<file path="config.mk">
export PLATFORM = sky130hd
export DESIGN_NAME = count_watch
export DESIGN_NICKNAME = d
export VERILOG_FILES = /design/src/rtl/count_watch.sv
export SDC_FILE = /design/constraint.sdc
export NUM_CORES = 1
export LEC_CHECK = 0
export BUFFER_PORTS_ARGS = -buffer_cell sky130_fd_sc_hd__buf_2
export CELL_PAD_IN_SITES_DETAIL_PLACEMENT = 0
export CELL_PAD_IN_SITES_GLOBAL_PLACEMENT = 1
export CORE_UTILIZATION = 40
export CTS_CLUSTER_DIAMETER = 150
export DETAILED_ROUTE_END_ITERATION = 16
export PLACE_DENSITY = 0.75
export RECOVER_POWER = 100
export SETUP_SLACK_MARGIN = 0.2
export SYNTH_ARGS = -nofsm -noshare
export SYNTH_HDL_FRONTEND = slang
export SYNTH_SLANG_ARGS = --single-unit
</file>
<file path="constraint.sdc">
create_clock -name clk -period 5.65 [get_ports clk]
set_input_delay 1.695 -clock clk [delete_from_list [all_inputs] [get_ports clk]]
set_output_delay 1.695 -clock clk [all_outputs]
set_load 0.1 [all_outputs]
</file>
<file path="src/rtl/count_watch.sv">
// Count watcher: flags compare matches (and, with COUNT_WATCH_WRAP_EN defined,
// all-ones->zero wraps) of an upstream counter and queues them in an event FIFO.
module count_watch #(
    parameter int unsigned FIFO_DEPTH = 4,
    parameter int unsigned CNT_W      = 4
) (
    input  logic             clk,
    input  logic             reset_n,
    input  logic [CNT_W-1:0] count_in,
    input  logic [CNT_W-1:0] cmp_value,
    input  logic             cmp_wr,
    input  logic             ovf_clr,
    output logic             evt_valid,
    input  logic             evt_ready,
    output logic [CNT_W+1:0] evt_data,
    output logic             match_pulse,
    output logic             overflow
);

    localparam int unsigned AW = $clog2(FIFO_DEPTH);
    localparam int unsigned CW = AW + 1;
    localparam int unsigned EW = CNT_W + 2;

    typedef enum logic [1:0] {
        DISARMED = 2'd0,
        ARMED    = 2'd1,
        LOCKOUT  = 2'd2
    } state_t;

    state_t           state_q, state_d;
    logic [CNT_W-1:0] cmp_q, cmp_d;
    logic [EW-1:0]    mem_q [FIFO_DEPTH];
    logic [AW-1:0]    wr_ptr_q, wr_ptr_d;
    logic [AW-1:0]    rd_ptr_q, rd_ptr_d;
    logic [CW-1:0]    cnt_q, cnt_d;
    logic             valid_q, valid_d;
    logic             pulse_q, pulse_d;
    logic             ovf_q, ovf_d;
    logic             is_match, is_wrap, push, pop, full, push_ok;
    logic [EW-1:0]    evt_word;
`ifdef COUNT_WATCH_WRAP_EN
    logic [CNT_W-1:0] prev_q, prev_d;
    logic             prev_valid_q, prev_valid_d;
`endif

    // Next-state logic for the compare FSM, wrap detector and FIFO bookkeeping
    always_comb begin
        state_d  = state_q;
        cmp_d    = cmp_q;
        is_match = 1'b0;
        is_wrap  = 1'b0;
`ifdef COUNT_WATCH_WRAP_EN
        prev_d       = count_in;
        prev_valid_d = 1'b1;
        is_wrap      = prev_valid_q && (prev_q == '1) && (count_in == '0);
`endif
        if (cmp_wr) begin
            cmp_d   = cmp_value;
            state_d = ARMED;
        end else begin
            case (state_q)
                ARMED: begin
                    if (count_in == cmp_q) begin
                        is_match = 1'b1;
                        state_d  = LOCKOUT;
                    end
                end
                LOCKOUT: begin
                    if (count_in != cmp_q) state_d = ARMED;
                end
                default: ;
            endcase
        end

        evt_word = {is_wrap, is_match, count_in};
        push     = is_match | is_wrap;
        pop      = valid_q & evt_ready;
        full     = (cnt_q == CW'(FIFO_DEPTH));
        // A pop on the same edge frees the slot, so a full FIFO can still accept
        push_ok  = push & (~full | pop);

        wr_ptr_d = push_ok ? wr_ptr_q + AW'(1) : wr_ptr_q;
        rd_ptr_d = pop ? rd_ptr_q + AW'(1) : rd_ptr_q;
        cnt_d    = cnt_q + CW'(push_ok) - CW'(pop);
        valid_d  = (cnt_d != '0);
        pulse_d  = is_match;

        if (push && !push_ok) ovf_d = 1'b1;
        else if (ovf_clr)     ovf_d = 1'b0;
        else                  ovf_d = ovf_q;
    end

    // State and control registers
    always_ff @(posedge clk or negedge reset_n) begin
        if (!reset_n) begin
            state_q      <= DISARMED;
            cmp_q        <= '0;
            wr_ptr_q     <= '0;
            rd_ptr_q     <= '0;
            cnt_q        <= '0;
            valid_q      <= 1'b0;
            pulse_q      <= 1'b0;
            ovf_q        <= 1'b0;
`ifdef COUNT_WATCH_WRAP_EN
            prev_q       <= '0;
            prev_valid_q <= 1'b0;
`endif
        end else begin
            state_q      <= state_d;
            cmp_q        <= cmp_d;
            wr_ptr_q     <= wr_ptr_d;
            rd_ptr_q     <= rd_ptr_d;
            cnt_q        <= cnt_d;
            valid_q      <= valid_d;
            pulse_q      <= pulse_d;
            ovf_q        <= ovf_d;
`ifdef COUNT_WATCH_WRAP_EN
            prev_q       <= prev_d;
            prev_valid_q <= prev_valid_d;
`endif
        end
    end

    // Event storage; contents are don't-care while the FIFO is empty
    always_ff @(posedge clk) begin
        if (push_ok) mem_q[wr_ptr_q] <= evt_word;
    end

    assign evt_valid   = valid_q;
    assign evt_data    = mem_q[rd_ptr_q];
    assign match_pulse = pulse_q;
    assign overflow    = ovf_q;

endmodule
</file>
## Word-level counts from Yosys, hierarchy flattened

Memories as Yosys holds them, arrays and structs flattened.
Index checks and enable logic that the tools add are counted.
W data, S select, Z words.

| word-level totals | value |
|---|---|
| input bits | 13 |
| memories | 1 |
| bits in writable memories | 20 |
| bits in registers | 16 |
| output and inout bits | 9 |
| word-level logic and storage cells | 41 |

| operators by class | value |
|---|---|
| add/subtract/negate cells | 4 |
| muxes and demuxes | 11 |
| equality and inequality tests | 7 |
| bitwise logic cells | 4 |
| reduce and logical (&&, ||, !) cells | 6 |

Memory list:

| memory | words | bits a word | read ports | clocked after memory_dff | write ports | line | text |
|---|---|---|---|---|---|---|---|
| mem_q | 4 | 5 | 1 | 0 | 1 | 32 | `logic [EW-1:0] mem_q [FIFO_DEPTH];` |

Operator list:

| operator | count |
|---|---|
| $mux W1 | 7 |
| $mux W2 | 3 |
| $ne A3 B3 Y1 const B | 2 |
| $reduce_bool A3 Y1 | 2 |
| $add A2 B1 Y2 const B | 2 |
| $eq A4 B4 Y1 | 1 |
| $ne A4 B4 Y1 | 1 |
| $pmux W2 S2 | 1 |
| $add A3 B1 Y3 | 1 |
| $eq A3 B3 Y1 const B | 1 |
| $reduce_and A3 Y1 | 1 |
| $sub A3 B1 Y3 | 1 |
| $and A1 B1 Y1 | 2 |
| $eq A2 B1 Y1 const B | 1 |
| $eq A2 B2 Y1 const B | 1 |
| $reduce_bool A2 Y1 | 1 |
| $logic_and A1 B1 Y1 | 1 |
| $logic_not A1 Y1 | 1 |
| $not A1 Y1 | 1 |
| $or A1 B1 Y1 | 1 |

## Longest topological paths before layout

Gate-level depths: netlist (run 1).

| logic depth | value |
|---|---|
| depth after elaboration | 8 |
| gate-level depth with buffers | 12 |
| depth with buffers taken out | 11 |

## Least setup slack after synthesis (run 1)

Ideal clock, no wire load.

| timing | value |
|---|---|
| path type | input port to flip-flop |
| start point | in count_in[3] |
| end point | reg valid_q, in the netlist evt_valid |
| data required time | 5.519 ns |
| path slack | 1.636 ns |
| setup time | 0.131 ns |
| arrival | 3.883 ns |
| stages on the path | 12 |
| path buffers | 1 |
| path through | xor2_1 -> nor4_2 -> and3_1 -> buf_6 -> inv_1 -> ha_1 -> inv_1 -> ha_1 -> fa_1 -> xnor2_1 -> xnor2_1 -> or3_1 |

| between the ends | value |
|---|---|
| word-level cells in the longest chain between the ends | 8 |

Ends and longest elaborated chain:

| what | line | text |
|---|---|---|
| start, declared | 9 | `input logic [CNT_W-1:0] count_in,` |
| $eq A4 B4 Y1 | 63 | `if (count_in == cmp_q) begin` |
| $mux W1 | 63 |  |
| $mux W1 | 61 | `case (state_q)` |
| $mux W1 | 57 | `if (cmp_wr) begin` |
| $and A1 B1 Y1 | 80 | `push_ok = push & (~full \| pop);` |
| $add A3 B1 Y3 | 84 | `cnt_d = cnt_q + CW'(push_ok) - CW'(pop);` |
| $sub A3 B1 Y3 | 84 |  |
| net cnt_d[2] | 35 | `logic [CW-1:0] cnt_q, cnt_d;` |
| $reduce_bool A3 Y1 | 85 | `valid_d = (cnt_d != '0);` |
| net valid_d | 36 | `logic valid_q, valid_d;` |
| end signal, assigned | 114 | `valid_q <= valid_d;` |
| end, declared | 36 |  |

The timed path passes the listed nets, and every way through them passes these cells.
A chain may end at the register's enable or synchronous reset.

## Worst setup path in the final report (run 1)

Ends and elaborated chain as after synthesis.

==> metrics.md, run 1 <==
| Metric | Value |
|---|---|
| Logic gate share of total power | `about 36%` |
| Relative slew slack | `22.4%` |
| #FFs+latches synth | `36` |
| Longest Clk Path Bufs | `2` |
| CP Launch Type | `input pin` |
| Register area | `1000 sq um` |
| Post-Syn Instances | `99` |
| Final Hold Vio Count | `0` |
| Post-Layout Cell Count | `170` |
| Cell Pwr Density | `between 500 and 600 nW/um^2` |
| Peak VDD IR | `around 0.00024 V` |
| Synthesis Warnings | `0` |
| Top-count cell post-synth | `edfxtp_1` |
| Antenna violations before repair | `0` |
| Worst Hold Class | `flop to flop` |
| Initial Utilization | `approximately two fifths` |
| Setup TNS Final | `0 ps` |
| CTS tree | `yes` |
| DRT Pass-1 Iters | `3` |
| Final hold slack | `534 ps` |
| Worst path slowest cell | `nor4_1` |
| Cts bufs inserted | `5` |
| Die area | `slightly above 4000 sq um` |
| Largest net degree at the start of global routing | `17` |
| Final ANT Viol Nets | `0` |
| Critical Path RT | `5810 ps` |
| Fin crit share | `about 74%` |
| Dpl cells | `approximately 160` |
| Endpoints failing setup | `0` |
| Fin nets | `approximately 140` |
| Clk sinks | `36` |
| Total wire length | `about 2400 microns` |
| Delay-heaviest family, CP | `simple AND/OR/NAND/NOR gates` |
| Cells along the critical path | `clkbuf_1 -> xor2_1 -> nor4_1 -> and3_1 -> inv_1 -> ha_1 -> inv_1 -> ha_1 -> fa_1 -> xnor2_1 -> xnor2_1 -> or3_1` |
| CP Capture Type | `flop` |
| Synth top cells by count | `edfxtp_1 (20), dfrtp_1 (16), inv_1 (9)` |
| Routed WL per cell | `between 10 and 15 microns` |
| Area grow syn2layout | `13.3%` |
| Static Leak | `0.000681 uW` |
| Post-synth EDFFs | `20` |
| P_sw | `355 uW` |
| Antenna fix cells | `0` |
| Unrepaired setup endpoints after global routing | `false` |
| Top FF cell, synth | `edfxtp_1` |
| Number of global-route vias before repair | `888` |
| Vias/cell | `approximately 4.7` |
| Post-Syn Area | `1540 sq um` |
| Status | `finished, final reports clean` |
| Worst skew pair latency | `280 ps` |
| CTS resizes | `0` |
| Max stage delay on crit path | `440 ps` |
| Int Pwr | `535 uW` |
| Htree depth | `2` |
| Root Buffer | `clkbuf_8` |
| Reg power frac | `39.9%` |
| Crit Path Category | `input pin to flop` |
| Worst Skew | `5.11 ps` |
| Max-cap violations | `0` |
| Die Span Y | `approximately 64 microns` |
| Post-DP HPWL | `around 1800 microns` |
| Critical path buffer and inverter count | `3` |
| Drt drc | `0` |
| Clock power frac | `24.2%` |
| Total Routing Usage GR | `14.0%` |
| Via count | `807` |
| Ports | `22` |
| Syn_nets | `approximately 120` |
| Core area | `3690 sq um` |
| Area of the multi-input gates | `462 sq um` |
| Std cell rows | `22` |
| Largest area contributor in the netlist | `edfxtp_1` |
| Fillers | `369` |
| Share of the synthesized area in the top cell type | `between 30% and 40%` |
| Max Clk Rate | `238 MHz` |
| Post-CTS Setup Inserts | `0` |
| Async SR Flop Fraction | `about 44%` |
| Worst-margin pin slew | `1170 ps` |
| Largest cells by area after synthesis | `edfxtp_1 (39%), dfrtp_1 (26%), mux4_2 (7.3%), ha_1 (4.9%), mux2_2 (2.9%)` |
| GP Congestion | `0.690` |
| Layout cells sized above 1 | `18.9%` |
| Hold Buf Count CTS | `0` |
| Overflow after GRT | `0` |
| Distinct cells, synth | `28` |
| Clk slew on worst S/H paths | `70 ps` |
| Post-synthesis sequential area ratio | `64.9%` |
| Syn avg cell area | `15.6 sq um` |
| Die Wd | `64.1 microns` |
| Final slew viol count | `0` |
| IO buf count | `20` |
| Crit path DAT | `roughly 4400 ps` |
| Final min period | `around 4200 ps` |
| Crit-path max FO | `7` |
| First-pass GRT wire length | `4100 microns` |
| Iteration-0 DRC Markers | `25` |
| Switching portion of total power | `39.9%` |
## placed cells by master (no fill, tap or decap), types with 2 or more instances in the layout
cell	instances
a21oi_1	2
and2_0	4
nor2_1	4
mux4_2	5
mux2_2	4
xor2_1	4
nand3_1	2
xnor2_1	5
buf_2	6
inv_1	9
edfxtp_1	20
dfrtp_1	16
nand2_1	3
ha_1	6
clkbuf_8	5
clkbuf_1	15
## power by group through the flow
stage                     combinational (uW)  clock, uW  sequential [uW]
final                                    319        216              356
after global routing                     342        234              364
after CTS                                334        221              359
after detailed placement                 332          0              364
after global placement                   323          0              360
after floorplan                          291          0              349
## sequential cells by signal, summed over array words and instances, names as in the netlist
name	flops
mem_q	20
cmp_q	4
cnt_q	3
rd_ptr_q	2
state_q	2
wr_ptr_q	2
evt_valid	1
match_pulse	1
overflow	1
## worst reg2reg max path: stages (launching register included)
cell,delay (ps)
dfrtp_1,400
xor2_1,180
nor4_1,430
and3_1,360
inv_1,70
ha_1,270
inv_1,40
ha_1,180
fa_1,380
xnor2_1,150
xnor2_1,150
or3_1,310
## metal layers
layer / track usage [%] / vias to the layer above / part of all wire [%]
li1: - / 383 / -
met1: 17.0 / 400 / 45
met2: 22.5 / 18 / 49
met3: 3.93 / 6 / 4.4
met4: 7.67 / 0 / 1.5
met5: 0 / - / 0
## per-stage QoR
stage               utilization (%)  worst slack [ps]  total power [uW]  instance area, sq um
finish                         47.4              1440               890                  1750
floorplan                         -              1640               640                  1540
global placement               45.3              1360               684                  1670
detailed placement             45.3              1250               696                  1670
global route                   47.4              1190               940                  1750
CTS                            48.2              1540               913                  1780
## cell families after synthesis
family,share of synthesized area [%]
adder cells (fa/ha/maj),6.17
flip-flops,64.9
AO/OA/AOI/OAI,1.38
multiplexers,11.2
AND/OR/NAND/NOR,6.74
XOR/XNOR,5.11
buffers and inverters,4.22
other,0.243
## layout make-up
type / count / area share (%)
Inverter: 9 / 1.93
Sequential cell: 36 / 57.3
Tap cell: 48 / 3.44
Multi-Input combinational cell: 49 / 26.4
Clock buffer: 6 / 4.15
Clock inverter: 2 / 2.01
Timing Repair Buffer: 20 / 4.73
## path summary, 6_finish.rpt
kind,startpoint,to,slack (ps),cells after the start
setup reg to reg,cmp_q[2],evt_valid,2620,11
hold / removal,cmp_q[0],cmp_q[0],530,1
hold reg to reg,cmp_q[0],cmp_q[0],530,1
max in group asynchronous,reset_n,state_q[1],3610,1
setup / recovery,count_in[3],evt_valid,1440,12
min in group asynchronous,reset_n,evt_valid,1500,1
Note: power is estimated with default switching activity, not from simulation.
==> run 2: changes to the inputs <==
--- a/config.mk
+++ b/config.mk
@@ -11,7 +11,7 @@
 export CORE_UTILIZATION = 40
 export CTS_CLUSTER_DIAMETER = 150
 export DETAILED_ROUTE_END_ITERATION = 16
-export PLACE_DENSITY = 0.75
+export PLACE_DENSITY = 0.77
 export RECOVER_POWER = 100
 export SETUP_SLACK_MARGIN = 0.2
 export SYNTH_ARGS = -nofsm -noshare
==> constraint.sdc (replaced) <==
create_clock -name clk -period 3.4 [get_ports clk]
set_input_delay 1.02 -clock clk [delete_from_list [all_inputs] [get_ports clk]]
set_output_delay 1.02 -clock clk [all_outputs]
set_load 0.1 [all_outputs]
==> run 2 against run 1 <==
Utilization rose by 4.6 points. Final area rose by 9.7%. Clock skew rose by 1.8 ps. Sequential power rose by 68%. Hold slack got worse by 6.1 ps. Clock power rose by 69%. Critical path type unchanged. Largest cell class unchanged. Highest routed layer unchanged.
==> metrics.md, run 2 (synthesis gave the netlist of run 1 again) <==
| Metric | Value |
|---|---|
| Crit Path Category | `input pin to flop` |
| Setup TNS Final | `0 ps (unchanged)` |
| Area grow syn2layout | `24.4%` |
| Worst setup path startpoint | `count_in[3]` |
| Unrepaired setup endpoints after global routing | `true` |
| Max-cap violations | `0 (unchanged)` |
| Final ANT Viol Nets | `0 (unchanged)` |
| Worst Hold Class | `flop to flop` |
| CP Launch Type | `input pin` |
| Cts bufs inserted | `5 (unchanged)` |
| Max Clk Rate | `302 MHz` |
| Status | `finished, final reports clean` |
| Worst R2R Path Depth | `11 (unchanged)` |
| Total wire length | `2560 microns (+5.8%)` |
| Top Registers | `mem_q x20, cmp_q x4, cnt_q x3` |
| Routed WL per cell | `14.5 microns (+2.2%)` |
| Placed Area | `1690 sq um (+1.0%)` |
| Cells along the critical path | `clkbuf_1 -> xor2_4 -> nor4_4 -> and3_1 -> inv_1 -> ha_1 -> inv_1 -> ha_2 -> fa_2 -> xnor2_2 -> xnor2_1 -> or3_1` |
| Die Span Y | `64.1 microns (unchanged)` |
| Largest Register | `mem_q` |
| Peak VDD IR | `0.000375 V (+57%)` |
| Worst skew pair latency | `280 ps (about the same)` |
| Longest Clk Path Bufs | `2 (unchanged)` |
| Final min period | `around 3300 ps` |
| Drt drc | `0 (unchanged)` |
| Critical path buffer and inverter count | `3 (unchanged)` |
| Initial Utilization | `41.8% (unchanged)` |
| Hold path startpoint | `overflow` |
| Endpoints failing setup | `0 (unchanged)` |
| Antenna violations before repair | `0 (unchanged)` |
| Fillers | `321 (-13%)` |
| Fin nets | `147 (+4.3%)` |
| Via count | `836 (+3.6%)` |
| Layout cells sized above 1 | `39.1% (+20 points)` |
| Std cell rows | `22 (unchanged)` |
| Worst Skew | `6.90 ps (+1.79 ps)` |
| Final hold slack | `528 ps (-6.13 ps)` |
| Post-DP HPWL | `1850 microns (+0.48%)` |
| Htree depth | `2 (unchanged)` |
| Max stage delay on crit path | `370 ps (-70 ps)` |
| Tot Pwr | `1550 uW (+74%)` |
| Largest net degree at the start of global routing | `17 (unchanged)` |
| Overflow after GRT | `0 (unchanged)` |
| Crit path DAT | `3460 ps (-910 ps)` |
| Ports | `22 (unchanged)` |
| Commonest non-fill, non-tap cell in the layout | `edfxtp_1` |
| Design Area, Final | `1920 sq um (+9.7%)` |
| Most frequent cells in the layout | `edfxtp_1 (20), dfrtp_1 (16), buf_2 (14)` |
| Antenna fix cells | `0 (unchanged)` |
| IO buf count | `20 (unchanged)` |
| Cell Pwr Density | `808 nW/um^2 (+58%)` |
| Worst-margin pin slew | `880 ps (-289 ps)` |
| Relative slew slack | `41.3% (+19 points)` |
| Clk sinks | `36 (unchanged)` |
| Final Hold Vio Count | `0 (unchanged)` |
| Hold Buf Count CTS | `0 (unchanged)` |
| Die Wd | `64.1 microns (unchanged)` |
| Max FFs per register | `20 (unchanged)` |
| Reg2Reg Launch Point | `cmp_q[3]` |
| Static Leak | `0.000766 uW (+13%)` |
| First-pass GRT wire length | `4060 microns (-0.83%)` |
| Reg-to-reg setup timing slack | `490 ps (-2130 ps)` |
| Worst hold stages | `2 (+1)` |
| R2R Path End | `evt_valid` |
| Die area | `4110 sq um (unchanged)` |
| Root Buffer | `clkbuf_8` |
| Worst path slowest cell | `fa_2` |
| Crit-path max FO | `2 (-5)` |
| Vias/cell | `4.75 (about the same)` |
| Clk slew on worst S/H paths | `70 ps (about the same)` |
| Core area | `3690 sq um (unchanged)` |
| Delay-heaviest family, CP | `simple AND/OR/NAND/NOR gates` |
| DRT Pass-1 Iters | `4 (+1)` |
| CTS tree | `yes` |
| CP Capture Type | `flop` |
| Total Routing Usage GR | `13.8% (-0.20 points)` |
| Number of cells on the critical path | `12 (unchanged)` |
| GP Congestion | `0.681 (-1.3%)` |
| Iteration-0 DRC Markers | `24 (-4.0%)` |
| Min-Delay Endpoint | `overflow` |
| Final slew viol count | `0 (unchanged)` |
| Most used cell, CP | `inv_1` |
| Critical Path RT | `3560 ps (-2250 ps)` |
| Number of global-route vias before repair | `888 (unchanged)` |
| Fin crit share | `97.3%` |
[run 2: cell types whose count changed in the layout (fill, tap and decap cells not counted), sizes merged]
cell,change
buf,+14
clkbuf,-9
clkinvlp,+1
[run 2: repair_timing]
action                     in CTS  in global routing
buffers inserted                0                  4
gates resized for setup         0                 20
setup endpoints to repair       0                  1
[run 2: stage by stage]
stage	cells	worst slack, ps	util [%]
finish	176	92.3	52.0
global route	176	-11.5	52.0
CTS	172	248	48.8
detailed placement	164	-40.0	45.8
global placement	164	46.2	45.8
floorplan	99	99.2	-
[run 2: where the power goes]
part	switching [uW]	internal [uW]	total, uW
sequential	76.9	521	598
combinational	393	193	586
clock	148	217	364
[run 2: cell type report]
type                       instances  area (sq um)  area share, %
multi-input combinational         49           553           28.9
timing repair buffer              26           158           8.22
inverter                           9          33.8           1.76
tap                               48          60.1           3.13
clock inverter                     3          42.5           2.22
sequential                        36          1000           52.2
clock buffer                       5          68.8           3.59
[run 2: layer usage]
layer  part of all wire (%)  wire length (microns)  global-route usage (%)
met5                      0                      0                       0
met4                    1.6                     41                    6.82
met3                    5.4                    138                    4.82
met2                     51                   1310                    22.7
met1                     42                   1070                    15.9
[run 2: worst max-delay path by stage]
| stage | slack [ps] | to |
|---|---|---|
| after global placement | 50 | evt_valid |
| after floorplan | 100 | evt_valid |
| after CTS | 250 | evt_valid |
| after detailed placement | -40 | evt_valid |
| final | 90 | evt_valid |
| after global routing | -10 | evt_valid |
[run 2: worst register-to-register path, stage by stage (launching register included)]
cell and delay (ps):
dfrtp_1 440, xor2_4 220, nor4_4 310, and3_1 240, inv_1 60, ha_1 280
inv_1 40, ha_2 170, fa_2 370, xnor2_2 150, xnor2_1 140, or3_1 360
